$ cat config.mk
export PLATFORM = sky130hd
export DESIGN_NAME = face_color_sampler
export DESIGN_NICKNAME = d
export VERILOG_FILES = /design/src/rtl/face_color_sampler.sv
export SDC_FILE = /design/constraint.sdc
export NUM_CORES = 2
export LEC_CHECK = 0
export CORE_AREA = 3 3 287 346
export CTS_BUF_LIST = sky130_fd_sc_hd__clkbuf_8
export DETAILED_ROUTE_END_ITERATION = 7
export DIE_AREA = 0 0 290 349
export PLACE_DENSITY = 0.82
export REMOVE_ABC_BUFFERS = 1
export SYNTH_ARGS = -nofsm -noshare
export SYNTH_HDL_FRONTEND = slang
export SYNTH_SLANG_ARGS = --single-unit
$ cat constraint.sdc
create_clock -name Clk -period 4.9 [get_ports Clk]
set_input_delay 0.49 -clock Clk [delete_from_list [all_inputs] [get_ports Clk]]
set_output_delay 0.49 -clock Clk [all_outputs]
set_load 0.01 [all_outputs]
$ cat src/rtl/face_color_sampler.sv
// rtl/face_color_sampler.sv - samples 4x4 RGB windows around nine cube centres over one frame and classifies sticker colours
module face_color_sampler (
    input  logic        Clk,
    input  logic        Reset,
    input  logic        start,
    input  logic [10:0] Block1X,
    input  logic [10:0] Block1Y,
    input  logic [10:0] Block2X,
    input  logic [10:0] Block2Y,
    input  logic [10:0] Block3X,
    input  logic [10:0] Block3Y,
    input  logic [10:0] Block4X,
    input  logic [10:0] Block4Y,
    input  logic [10:0] Block5X,
    input  logic [10:0] Block5Y,
    input  logic [10:0] Block6X,
    input  logic [10:0] Block6Y,
    input  logic [10:0] Block7X,
    input  logic [10:0] Block7Y,
    input  logic [10:0] Block8X,
    input  logic [10:0] Block8Y,
    input  logic [10:0] Block9X,
    input  logic [10:0] Block9Y,
    input  logic        frame_start,
    input  logic        pix_valid,
    input  logic [10:0] pix_x,
    input  logic [10:0] pix_y,
    input  logic [9:0]  pix_r,
    input  logic [9:0]  pix_g,
    input  logic [9:0]  pix_b,
    output logic        busy,
    output logic        done,
    output logic [26:0] face_colors
);

    typedef enum logic [2:0] {IDLE, WAIT_FRAME, CAPTURE, CLASSIFY, DONE} state_t;

    state_t      state, state_next;
    logic [10:0] in_x [9];
    logic [10:0] in_y [9];
    logic [10:0] cx [9];
    logic [10:0] cy [9];
    logic [13:0] sum_r [9];
    logic [13:0] sum_g [9];
    logic [13:0] sum_b [9];
    logic [4:0]  cnt [9];
    logic [3:0]  blk;
    logic [8:0]  hit;
    logic        acc_en;
    logic [9:0]  avg_r, avg_g, avg_b;
    logic [4:0]  sel_cnt;
    logic [2:0]  code;

    // Signed 12-bit compare so a centre near 0 clips the window instead of wrapping.
    function automatic logic in_window(input logic [10:0] c, input logic [10:0] p);
        logic signed [11:0] cs, ps;
        cs = $signed({1'b0, c});
        ps = $signed({1'b0, p});
        return (ps >= cs - 12'sd2) && (ps <= cs + 12'sd1);
    endfunction

    function automatic logic [2:0] classify(input logic [9:0] r, input logic [9:0] g,
                                            input logic [9:0] b, input logic [4:0] n);
        logic [2:0] c;
        if (n != 5'd16)                                       c = 3'd7;
        else if (r >= 10'd600 && g >= 10'd600 && b >= 10'd600) c = 3'd0;
        else if (r >= 10'd512 && g >= 10'd512 && b < 10'd384)  c = 3'd1;
        else if (r >= 10'd512 && g < 10'd256)                  c = 3'd2;
        else if (r >= 10'd512 && g < 10'd512)                  c = 3'd3;
        else if (g > r && g >= b)                              c = 3'd4;
        else                                                   c = 3'd5;
        return c;
    endfunction

    always_comb begin
        in_x[0] = Block1X; in_y[0] = Block1Y;
        in_x[1] = Block2X; in_y[1] = Block2Y;
        in_x[2] = Block3X; in_y[2] = Block3Y;
        in_x[3] = Block4X; in_y[3] = Block4Y;
        in_x[4] = Block5X; in_y[4] = Block5Y;
        in_x[5] = Block6X; in_y[5] = Block6Y;
        in_x[6] = Block7X; in_y[6] = Block7Y;
        in_x[7] = Block8X; in_y[7] = Block8Y;
        in_x[8] = Block9X; in_y[8] = Block9Y;
    end

    always_comb begin
        acc_en  = pix_valid && ((state == WAIT_FRAME && frame_start) ||
                                (state == CAPTURE && !frame_start));
        avg_r   = '0;
        avg_g   = '0;
        avg_b   = '0;
        sel_cnt = '0;
        for (int k = 0; k < 9; k++) begin
            hit[k] = in_window(cx[k], pix_x) && in_window(cy[k], pix_y);
            if (blk == 4'(k)) begin
                avg_r   = sum_r[k][13:4];
                avg_g   = sum_g[k][13:4];
                avg_b   = sum_b[k][13:4];
                sel_cnt = cnt[k];
            end
        end
        code = classify(avg_r, avg_g, avg_b, sel_cnt);
    end

    always_comb begin
        state_next = state;
        case (state)
            IDLE:       if (start)       state_next = WAIT_FRAME;
            WAIT_FRAME: if (frame_start) state_next = CAPTURE;
            CAPTURE:    if (frame_start) state_next = CLASSIFY;
            CLASSIFY:   if (blk == 4'd8) state_next = DONE;
            DONE:                        state_next = IDLE;
            default:                     state_next = IDLE;
        endcase
    end

    assign busy = (state != IDLE);
    assign done = (state == DONE);

    always_ff @(posedge Clk) begin
        if (Reset) begin
            state       <= IDLE;
            blk         <= '0;
            face_colors <= '1;
            for (int k = 0; k < 9; k++) begin
                cx[k]    <= '0;
                cy[k]    <= '0;
                sum_r[k] <= '0;
                sum_g[k] <= '0;
                sum_b[k] <= '0;
                cnt[k]   <= '0;
            end
        end else begin
            state <= state_next;
            if (state == IDLE && start) begin
                for (int k = 0; k < 9; k++) begin
                    cx[k]    <= in_x[k];
                    cy[k]    <= in_y[k];
                    sum_r[k] <= '0;
                    sum_g[k] <= '0;
                    sum_b[k] <= '0;
                    cnt[k]   <= '0;
                end
            end else if (acc_en) begin
                // A full count blocks further adds, which is what keeps the sums within 14 bits.
                for (int k = 0; k < 9; k++) begin
                    if (hit[k] && cnt[k] != 5'd16) begin
                        sum_r[k] <= sum_r[k] + 14'(pix_r);
                        sum_g[k] <= sum_g[k] + 14'(pix_g);
                        sum_b[k] <= sum_b[k] + 14'(pix_b);
                        cnt[k]   <= cnt[k] + 5'd1;
                    end
                end
            end
            if (state == CAPTURE)
                blk <= '0;
            if (state == CLASSIFY) begin
                for (int k = 0; k < 9; k++)
                    if (blk == 4'(k))
                        face_colors[3*k +: 3] <= code;
                blk <= blk + 4'd1;
            end
        end
    end

endmodule

==> metrics <==
status=completed; share of layout cells above drive strength 1=0.06592; XOR/XNOR Fraction of Synth Area=0.08912; height of the die=349 um; ys flop type=edfxtp_1; Num CTS Buffers=111; VDD IR-drop max=0.2091 mV; CTS tree=yes; Area growth syn-to-layout=13.35%; routability congestion estimate=0.9502; mux cell area share after synthesis=0; mapped cell area=54640 sq um; Compound-Gate Fraction of Synth Area=0.1478; DP HPWL=114500 um; R2R Path Start=blk[0]$_SDFFE_PP0P_; largest family of logic cells by synthesized area=simple AND/OR/NAND/NOR gates; Peak Freq=0.2140 GHz; Clock Sinks=655; Worst Skew=60.16 ps; Crit path required time=5600 ps; post-synth top area cell=edfxtp_1; EDFF count, synth=621; DR DRC count=0; initial antenna violation count=8; CP max stage delay=710 ps; Synth async-reset ratio=0; PD cells=284.7 nW/um^2; Tmin final=4673 ps; ranking of synthesized cells by area=edfxtp_1 34%, ha_1 17%, xnor2_1 5.1%, xor2_1 3.8%, nor2_1 3.8%; clock buffer depth=3; DRT antenna net count=0; WS Path Type=reg -> reg; vias per cell=6.183; synth warn=0; 1st-iter DRT viols=4025; worst skew pair latency=800 ps; switching power=5.926 mW; grt ovf=0; Seq/Total Area, Yosys=0.3537; Leak=24.76 nW; cell count after synthesis=5770; Worst Hold End=state[0]$_SDFFE_PP0P_; ordered cell list for the critical path=inv_1 -> ha_1 -> buf_4 -> and3b_1 -> buf_4 -> a311o_1 -> a211oi_1 -> nor3_1 -> ha_1 -> a21oi_1 -> nor2_1 -> a211oi_1 -> o211ai_1 -> a41oi_1 -> o21ai_1 -> buf_4 -> o21ai_0; pin count of the biggest net entering global routing=127; First-pass DRT Iterations=8; unique cell type count in the Yosys netlist=86; chip width=290 um; via count=46150; Simple-Gate Fraction of Synth Area=0.1854; RSZ-0062 raised after global routing=no; Core Footprint=96340 sq um; clock share of power=0.302; switching portion of total power=0.3361; delay-heaviest family, CP=simple AND/OR/NAND/NOR gates; Avg Inst Size Synth=9.470 sq um; # nets final=7137; crit-path max FO=27; drt wl/cell=21.10 um; Fillers=7746; Critical Path Sink Type=flop; H-tree levels=3; Crit path depth=17; Comb pwr share=0.284; Fin Setup TNS=0 ps; Hold Crit Depth=4; Tot GR Track Use=0.3035; min-delay src=Reset; Worst slew margin=0.3153; Max Slew Vio Count=0; reg2reg setup slack=230 ps; Max-cap violations=0; adder-cell area share of the yosys netlist=0.1844; final hold slack=122.9 ps; # rows=125; final worst-path cycle share=0.9536; CP max-delay cell=and3b_1; count of buffers from port buffering=283; first-pass GRT wire length=246900 um; Final Hold Viols=0; worst hold path type=in -> reg; Critical Path AT=5370 ps; Final Setup Violations=0; clock slew at reported path FFs=70 ps; root buf cell=clkbuf_8; RR Endpoint=face_colors[6]$_SDFFE_PP1P_; Sequential Power Share=0.414; startpoint types=flop; CP dominant cell by count=buf_4; die area=101200 sq um; Post-CTS Hold Buffers=0; R2R depth=17; Yosys reg bits=655; Power Internal=11.71 mW; number of global-route vias before repair=45960; initial core utilization=0.5672; Synth top area share=0.3413; # IOs=284; total wire length=157500 um; Slew @ Worst Pin=1027 ps; CP bufs+invs=4
-- cell usage after synthesis, drive strengths merged, types with 160 or more instances --
cell type  number
and2          234
edfxtp        621
clkbuf        160
xor2          238
a21oi         328
o21ai         263
nor2          553
ha            762
xnor2         318
nand3         231
nand2         318
inv           325
-- power groups by stage --
| stage | Combinational (mW) | Clock (mW) | Sequential, mW |
|---|---|---|---|
| floorplan | 3.61 | 0 | 7.23 |
| global placement | 4.73 | 0 | 7.37 |
| detailed placement | 4.91 | 0 | 7.38 |
| CTS | 4.97 | 5.39 | 7.28 |
| global route | 5.59 | 5.63 | 7.36 |
| finish | 5.01 | 5.32 | 7.30 |
-- final cells by class --
type / instances / area [sq um] / share of cell area
clock inverter: 93 / 708.2 / 0.01143
inverter: 328 / 1239 / 0.02000
tap: 1270 / 1589 / 0.02565
clock buffer: 116 / 1597 / 0.02578
timing repair buffer: 432 / 4259 / 0.06876
sequential: 655 / 19330 / 0.3121
antenna: 4 / 10.01 / 0.0001616
multi-input combinational: 4565 / 33210 / 0.5361
-- worst register-to-register path, stage by stage, from the launching register on --
cell and delay, ps:
dfxtp_1 340, inv_1 130, ha_1 250, buf_4 350, and3b_1 720, buf_4 270
a311o_1 140, a211oi_1 60, nor3_1 660, ha_1 380, a21oi_1 130, nor2_1 50
a211oi_1 240, o211ai_1 120, a41oi_1 220, o21ai_1 130, buf_4 210, o21ai_0 180
-- stage by stage --
step | utilization | total power [mW] | std cells | instance area, sq um | worst slack (ps)
CTS | 0.6427 | 17.64 | 7459 | 61920 | 172.3
global placement | 0.6188 | 12.10 | 7250 | 59620 | 319.5
global route | 0.6429 | 18.58 | 7462 | 61940 | 16.41
detailed placement | 0.6188 | 12.29 | 7250 | 59620 | 268.1
floorplan | - | 10.84 | 5548 | 53710 | -32800
finish | 0.6429 | 17.63 | 7463 | 61940 | 227.1
-- state kept, by name, summed over array words and instances, names as in the netlist --
name,count
blk,4
face_colors,27
sum_g,126
cy,99
sum_r,126
sum_b,126
cx,99
state,3
cnt,45
-- layout by cell type, fill, tap and decap left out, types with 27 or more instances in the layout --
cell and instances:
nor4_1 34, or3_1 63, clkinv_1 29, nand2b_1 61, o21a_1 48, edfxtp_1 621
a31oi_1 42, a21o_1 112, inv_1 345, a211o_1 28, nand2_1 310, nor3_1 97
nand4_1 74, a21oi_1 327, a211oi_1 49, xnor2_1 318, clkbuf_8 116, xor2_1 238
clkdlybuf4s50_1 282, fa_1 27, o21ai_0 261, dfxtp_1 34, a221oi_1 31, buf_4 124
o211ai_1 37, nor2b_1 149, ha_1 760, nand3_1 231, nor2_1 553, and3_1 29
and2_1 232, o22ai_1 36
-- logic make-up (layout without fill, tap and decap cells) --
logic type / Yosys count / after routing
simple gates: 1987 / 1987
flops: 655 / 655
fa+ha+maj: 789 / 789
buf+inv: 550 / 969
xor+xnor: 556 / 556
other cells: 0 / 4
compound gates: 1233 / 1233
-- routing by layer --
metal | share of wire | GRT usage
met1 | 0.39 | 0.3639
met5 | 0.00023 | 0
met2 | 0.46 | 0.5040
met3 | 0.080 | 0.05294
met4 | 0.073 | 0.1972
-- how the worst max path moves through the flow --
stage,start,to,slack [ps]
4_1_cts,blk[0]$_SDFFE_PP0P_,face_colors[0]$_SDFFE_PP1P_,170
5_1_grt,cx[0][16]$_SDFFCE_PN0P_,sum_r[0][2]$_SDFFCE_PN0P_,20
3_5_place_dp,blk[0]$_SDFFE_PP0P_,face_colors[6]$_SDFFE_PP1P_,270
3_3_place_gp,blk[0]$_SDFFE_PP0P_,face_colors[15]$_SDFFE_PP1P_,320
6_report,blk[0]$_SDFFE_PP0P_,face_colors[6]$_SDFFE_PP1P_,230
2_1_floorplan,cy[0][5]$_SDFFCE_PN0P_,sum_b[0][100]$_SDFFCE_PN0P_,-32800
-- repair_timing --
item | in CTS | in global routing
endpoints found under the setup margin | 0 | 9
resized for setup | 0 | 1
setup buffers | 0 | 0
(Power assumes the default switching activity.)
